===== src/rtl/synth_pkg.sv =====
// Shared definitions for the ADSR envelope: state encoding, level ceiling
// and the default tick divider.
package synth_pkg;

    typedef enum logic [2:0] {
        ST_IDLE    = 3'd0,
        ST_ATTACK  = 3'd1,
        ST_DECAY   = 3'd2,
        ST_SUSTAIN = 3'd3,
        ST_RELEASE = 3'd4
    } adsr_state_e;

    localparam logic [7:0] LEVEL_MAX        = 8'd255;
    localparam int         TICK_DIV_DEFAULT = 1000;

endpackage


===== src/rtl/tick_gen.sv =====
// Free-running divider: one-cycle tick pulse every TICK_DIV clk cycles.
module tick_gen
    import synth_pkg::*;
#(
    parameter int TICK_DIV = TICK_DIV_DEFAULT
) (
    input  logic clk,
    input  logic rst_n,
    output logic tick
);

    localparam logic [15:0] LAST = 16'(TICK_DIV - 1);

    logic [15:0] cnt_q, cnt_d;

    always_comb begin
        cnt_d = cnt_q + 16'd1;
        if (cnt_q == LAST) begin
            cnt_d = '0;
        end
    end

    always_ff @(posedge clk or negedge rst_n) begin
        if (!rst_n) begin
            cnt_q <= '0;
        end else begin
            cnt_q <= cnt_d;
        end
    end

    assign tick = (cnt_q == LAST);

endmodule


===== src/rtl/envelope_adsr.sv =====
// ADSR envelope generator: gate-driven level FSM stepping on divided ticks,
// scaling the input sample by level/256 into a registered output.
module envelope_adsr
    import synth_pkg::*;
#(
    parameter int TICK_DIV = TICK_DIV_DEFAULT
) (
    input  logic               clk,
    input  logic               rst_n,
    input  logic               gate,
    input  logic signed [15:0] sig_in,
    input  logic [3:0]         attack,
    input  logic [3:0]         decay,
    input  logic [7:0]         sustain,
    // "release" is a reserved word, hence the suffix
    input  logic [3:0]         release_rate,
    output logic signed [15:0] sig_out,
    output logic [7:0]         level,
    output logic               busy
);

    function automatic logic [7:0] level_step(input logic [7:0] lvl, input logic up);
        if (up) begin
            return (lvl == LEVEL_MAX) ? LEVEL_MAX : lvl + 8'd1;
        end
        return (lvl == 8'd0) ? 8'd0 : lvl - 8'd1;
    endfunction

    function automatic logic signed [15:0] scale(input logic signed [15:0] s, input logic [7:0] lvl);
        logic signed [23:0] a;
        logic signed [23:0] b;
        logic signed [23:0] prod;
        a    = {{8{s[15]}}, s};
        b    = {16'd0, lvl};
        prod = a * b;
        return prod[23:8];
    endfunction

    adsr_state_e        state_q, state_d;
    logic [7:0]         level_q, level_d;
    logic [3:0]         step_cnt_q, step_cnt_d;
    logic signed [15:0] sig_out_q, sig_out_d;
    logic               gate_q, gate_d;
    logic               gate_dly_q, gate_dly_d;
    logic               tick, rise, fall, step;
    logic [3:0]         rate;

    tick_gen #(.TICK_DIV(TICK_DIV)) u_tick_gen (
        .clk   (clk),
        .rst_n (rst_n),
        .tick  (tick)
    );

    always_comb begin
        gate_d     = gate;
        gate_dly_d = gate_q;
        rise       = gate_q & ~gate_dly_q;
        fall       = ~gate_q & gate_dly_q;

        case (state_q)
            ST_ATTACK:  rate = attack;
            ST_DECAY:   rate = decay;
            ST_RELEASE: rate = release_rate;
            default:    rate = 4'd0;
        endcase
        step = tick && (step_cnt_q == rate);

        state_d    = state_q;
        level_d    = level_q;
        step_cnt_d = step_cnt_q;
        sig_out_d  = scale(sig_in, level_q);

        // Gate edges win over any coincident step: no level change that cycle.
        if (rise) begin
            state_d    = ST_ATTACK;
            step_cnt_d = 4'd0;
        end else if (fall && (state_q == ST_ATTACK || state_q == ST_DECAY ||
                              state_q == ST_SUSTAIN)) begin
            state_d    = ST_RELEASE;
            step_cnt_d = 4'd0;
        end else begin
            if (tick) begin
                step_cnt_d = step ? 4'd0 : step_cnt_q + 4'd1;
            end
            case (state_q)
                ST_ATTACK: begin
                    if (step) begin
                        level_d = level_step(level_q, 1'b1);
                        if (level_d == LEVEL_MAX) begin
                            state_d = ST_DECAY;
                        end
                    end
                end
                ST_DECAY: begin
                    // "<=" also releases a decay whose sustain target was raised above it.
                    if (level_q <= sustain) begin
                        state_d    = ST_SUSTAIN;
                        step_cnt_d = 4'd0;
                    end else if (step) begin
                        level_d = level_step(level_q, 1'b0);
                    end
                end
                ST_SUSTAIN: begin
                    level_d    = sustain;
                    step_cnt_d = 4'd0;
                end
                ST_RELEASE: begin
                    if (level_q == 8'd0) begin
                        state_d    = ST_IDLE;
                        step_cnt_d = 4'd0;
                    end else if (step) begin
                        level_d = level_step(level_q, 1'b0);
                    end
                end
                default: begin
                    state_d    = ST_IDLE;
                    level_d    = 8'd0;
                    step_cnt_d = 4'd0;
                end
            endcase
        end
    end

    always_ff @(posedge clk or negedge rst_n) begin
        if (!rst_n) begin
            state_q    <= ST_IDLE;
            level_q    <= 8'd0;
            step_cnt_q <= 4'd0;
            sig_out_q  <= '0;
            gate_q     <= 1'b0;
            gate_dly_q <= 1'b0;
        end else begin
            state_q    <= state_d;
            level_q    <= level_d;
            step_cnt_q <= step_cnt_d;
            sig_out_q  <= sig_out_d;
            gate_q     <= gate_d;
            gate_dly_q <= gate_dly_d;
        end
    end

    assign sig_out = sig_out_q;
    assign level   = level_q;
    assign busy    = (state_q != ST_IDLE);

endmodule


===== config.mk =====
export PLATFORM = sky130hd
export DESIGN_NAME = envelope_adsr
export DESIGN_NICKNAME = d
export VERILOG_FILES = /design/src/rtl/synth_pkg.sv /design/src/rtl/tick_gen.sv /design/src/rtl/envelope_adsr.sv
export SDC_FILE = /design/constraint.sdc
export NUM_CORES = 1
export LEC_CHECK = 0
export ABC_AREA = 1
export CAP_MARGIN = 25
export CORE_MARGIN = 3
export CORE_UTILIZATION = 65
export DETAILED_ROUTE_END_ITERATION = 10
export PLACE_DENSITY = 0.93
export SKIP_CTS_REPAIR_TIMING = 1
export SLEW_MARGIN = 20
export SYNTH_ARGS = -nofsm -noshare
export SYNTH_HDL_FRONTEND = slang
export SYNTH_HIERARCHICAL = 1
export SYNTH_SLANG_ARGS = --single-unit

===== constraint.sdc =====
create_clock -name clk -period 7.4 [get_ports clk]
set_clock_uncertainty 0.2 [all_clocks]
set_input_delay 1.11 -clock clk [delete_from_list [all_inputs] [get_ports clk]]
set_output_delay 1.11 -clock clk [all_outputs]
set_load 0.02 [all_outputs]

======== After elaboration in Yosys (flattened, before gate mapping) ========
Cells that the tools add are included.
W data, S select, Z words.
operators by class
  add/sub/neg operators ................... 4
  multiply operators ...................... 1
  order comparisons ....................... 1
  equality and inequality tests ........... 18
  mux-type cells .......................... 33
  bitwise operators ....................... 6
  reduce and logical (&&, ||, !) cells .... 8
operator list
  operator                 number
  $mux W8                  12
  $pmux W8 S4              1
  $mul A16 B9 Y24          1
  $mux W4                  6
  $pmux W4 S3              2
  $mux W3                  6
  $add A16 B1 Y16 const B  1
  $eq A16 B10 Y1 const B   1
  $eq A8 B8 Y1 const B     2
  $mux W16                 1
  $pmux W3 S4              1
  $ne A2 B2 Y1 const B     5
  $add A8 B1 Y8 const B    1
  $le A8 B8 Y1             1
  $logic_not A8 Y1         1
  $ne A4 B2 Y1 const B     2
  $sub A8 B1 Y8 const B    1
  $reduce_and A7 Y1        1
  $eq A3 B2 Y1 const B     2
  $reduce_and A5 Y1        1
  $add A4 B1 Y4 const B    1
  $eq A4 B4 Y1             1
  $mux W1                  4
  $ne A4 B3 Y1 const B     1
  9 further kinds          15
word-level totals
  register bits after elaboration ......... 49
  input port bits ......................... 39
  output and inout bits ................... 25
  logic and storage cells ................. 78

======== Depth between registers and ports, before layout ========
  depth in word-level cells ............... 19
  depth in mapped cells ................... 23
  depth with buffers taken out ............ 21

======== Modules after synthesis ========
The synthesis kept the hierarchy.
modules (own cells, without submodules)
  module         times used  cells an instance  area an instance (um^2)  sequential area each (um^2)
  envelope_adsr  1           959                6,900.4                  825.8
  tick_gen       1           137                908.4                    400.4

======== Worst setup path before layout ========
OpenSTA, ideal clock, no wires.
  path kind ............................... input-to-reg
  start ................................... in sig_in[15]
  end ..................................... reg sig_out_q[14], in the netlist sig_out[14]
  library setup time ...................... 0.116 ns
  arrival time ............................ 4.972 ns
  data required time ...................... 7.084 ns
  slack ................................... 2.111 ns
  stages on the path ...................... 19
  path buffers ............................ 1
  path through ............................ buf_2 -> nand2_1 -> inv_1 -> fa_1 -> inv_1 -> fa_1 -> inv_1 -> fa_1 -> inv_1 -> fa_1 -> inv_1 -> ha_1 -> a21o_1 -> a31oi_1 -> nor2_1 -> a211oi_1 -> nand2_1 -> nand2_1 -> nand2_1
between the ends
  longest elaborated chain between the ends .. 1
RTL lines
  item                     RTL line              text
  start: declaration       envelope_adsr.sv:11   input logic signed [15:0] sig_in,
  $mul A16 B9 Y24          envelope_adsr.sv:35   prod = a * b;
  named net sig_out_d[14]  envelope_adsr.sv:42   logic signed [15:0] sig_out_q, sig_out_d;
  end signal: assignment   envelope_adsr.sv:136  sig_out_q <= sig_out_d;
  end: declaration         envelope_adsr.sv:42
The timed path passes the listed nets, and every way through them passes these cells.
A chain may end at the register's enable or synchronous reset.

======== Final worst setup path ========
  start ................................... in sig_in[3]
  end ..................................... reg sig_out_q[11], in the netlist sig_out[11]
Same word-level chain as after synthesis.

==> results.md <==
* Lkg Pwr at 5.10 nW
* Ports at 64
* Clock buffer depth at 2
* IR drop worst, VDD at 0.000194 V
* Cell Chain, Critical Path: clkdlybuf4s50_1 -> nand2_1 -> fa_1 -> fa_1 -> inv_1 -> fa_1 -> inv_1 -> fa_1 -> inv_1 -> ha_1 -> a21oi_1 -> o21ai_0 -> a21oi_1 -> nand2_1 -> nand2_1 -> nand2_1 -> xor2_1
* Worst path slowest cell: clkdlybuf4s50_1
* Via count at 7089
* Crit path time final at 5660 ps
* Async set or reset register ratio after synthesis at 100%
* Most frequent cells in the layout: nand2_1 (303), inv_1 (273), fa_1 (99)
* Initial core utilization at 67.5%
* Initial drt markers at 752
* Critical Path Source Type: input port
* Maxcap violations at 0
* ANT nets after route at 0
* Worst Setup End Kind: register
* DR DRC count at 0
* Layout cells sized above 1 at 3.86%
* # fillers at 807
* Max Slew Vio Count at 0
* Initial antenna violation count at 0
* Most common cell after layout, fill and taps aside: nand2_1
* Final hold viol count at 0
* Fmax at 177 MHz
* Post-Syn Area at 7810 um^2
* Largest net degree at the start of global routing at 50
* Wirelength, routed at 19000 um
* IO buf count at 63
* Power per cell area at 393 nW/um^2
* Via density at 5.53
* Setup violations, final at 0
* RSZ-0062 raised after global routing: no
* Average wire per standard cell at 14.8 um
* Period utilization at 76.5%
* Register area share after synthesis at 15.7%
* Detailed placement HPWL at 14300 um
* Status: finished, final reports clean
* Root Driver: clkbuf_16
* Final setup TNS at 0 ps
* Mapped Avg Cell Area at 7.12 um^2
* Ant diodes at 0
* Global-route wire length before repair at 33000 um
* Core area at 11600 um^2
* FP Rows at 39
* Cells after synthesis at 1096
* Synthesized flop and latch total at 49
* Slew HR at 57.5%
* Hold_ws at 193 ps
* Final GP Congestion at 0.969
* First drt pass iteration count at 5
* Vias in the first global route at 7242
* Hold path cells at 0
* DIE WIDTH at 116 um
* DIE AREA at 13400 um^2
* Reg2Reg Depth at 19
* Grt ovf at 0
* Worst-path clk slew at 70 ps
* Htree depth at 2
* Die Span Y at 116 um
* Syn. warnings at 6
* Critical path data arrival time at 5630 ps
* Critical Setup Path Class: in -> reg
* Final net count at 1333
* Count of different cell masters after synthesis at 38
* P&R area growth vs syn at 11.4%
* Actual slew at the worst max-slew pin at 638 ps
* TritonCTS buffer count at 5
* Critical path required time at 7370 ps
* Dominant synthesized flop cell: dfrtp_1
* Worst skew pair latency at 290 ps
* Hold Path Class: reg -> reg
* Mapped Nets at 1290
* EDFF count, synth at 0
* Slowest Stage Delay on Critical Path at 700 ps
* # clock sinks at 49
* CTS tree: done
* Worst Path Max Fanout at 8
* All-Layer GR Usage at 30.4%
[layout make-up]
cell class / instances / area [um^2] / share of cell area, %
Multi-Input combinational cell: 731 / 5350 / 61.5
Timing Repair Buffer: 72 / 701 / 8.05
Tap cell: 143 / 179 / 2.06
Clock buffer: 5 / 125 / 1.44
Clock inverter: 3 / 68.8 / 0.791
Inverter: 280 / 1050 / 12.1
Sequential cell: 49 / 1230 / 14.1
[registers in the layout (all words and copies together) (netlist names)]
| register | cells |
|---|---|
| step_cnt_q | 4 |
| sig_out | 16 |
| state_q | 3 |
| gate_dly_q | 1 |
| gate_dly_d | 1 |
| u_tick_gen/cnt_q | 16 |
| level | 8 |
[stage by stage]
step	instance area [um^2]	total power [W]	std cells	utilization [%]	setup WS (ps)
CTS	8680	0.00338	1282	75.1	1740
floorplan	7810	0.00240	1096	-	2110
detailed placement	8490	0.00306	1274	73.4	1440
global placement	8490	0.00294	1274	73.4	1550
finish	8700	0.00342	1283	75.2	1740
global route	8700	0.00382	1283	75.2	1360
[worst paths after layout]
kind	from	to	slack (ps)
setup / recovery	sig_in[3]	sig_out[11]	1740
hold / removal	gate_dly_d	gate_dly_q	190
setup reg to reg	level[2]	sig_out[14]	2310
hold reg to reg	gate_dly_d	gate_dly_q	190
max in group asynchronous	rst_n	sig_out[2]	5850
min in group asynchronous	rst_n	step_cnt_q[2]	710
[critical path, delay by kind of cell]
kind / cells / cell delay, ps
adder cells (fa/ha/maj): 5 / 2430
buffers and inverters: 4 / 860
XOR/XNOR: 1 / 140
AO/OA/AOI/OAI: 3 / 670
AND/OR/NAND/NOR: 4 / 410
[per-layer routing]
layer | global-route usage (%) | up-vias | part of all wire (%) | wire [um]
li1 | - | 3325 | - | -
met1 | 40.1 | 3371 | 39 | 7440
met2 | 53.6 | 340 | 50 | 9470
met3 | 3.19 | 53 | 8.3 | 1570
met4 | 7.98 | 0 | 2.6 | 494
met5 | 0 | - | 0 | 0
[synth_stat cells, drive strengths merged (4+ instances only)]
cell type | n | area [um^2]
nand2 | 311 | 1200
inv | 280 | 1050
fa | 99 | 1980
nor2 | 89 | 362
ha | 56 | 701
nand3 | 54 | 275
dfrtp | 49 | 1230
buf | 31 | 158
a21oi | 22 | 121
nand4 | 18 | 119
o21ai | 18 | 90.1
xor2 | 16 | 140
xnor2 | 10 | 87.6
nor3 | 8 | 51.3
o21bai | 7 | 52.6
clkbuf | 5 | 25.0
o21a | 4 | 30.0
[where the power goes]
part / internal [W] / total, W / switching, W / leakage (nW)
clock: 0.000195 / 0.000303 / 0.000108 / 0.0944
sequential: 0.000353 / 0.000414 / 0.0000608 / 0.631
combinational: 0.000994 / 0.00270 / 0.00171 / 4.38
total: 0.00154 / 0.00342 / 0.00188 / 5.10
[cells by family after synthesis]
group	after synthesis	synth area share, %
flops	49	15.7
fa+ha+maj	155	34.4
xor+xnor	26	2.92
simple gates	483	25.9
compound gates	67	5.32
buf+inv	316	15.8
Power figures use the tool's default switching activity.
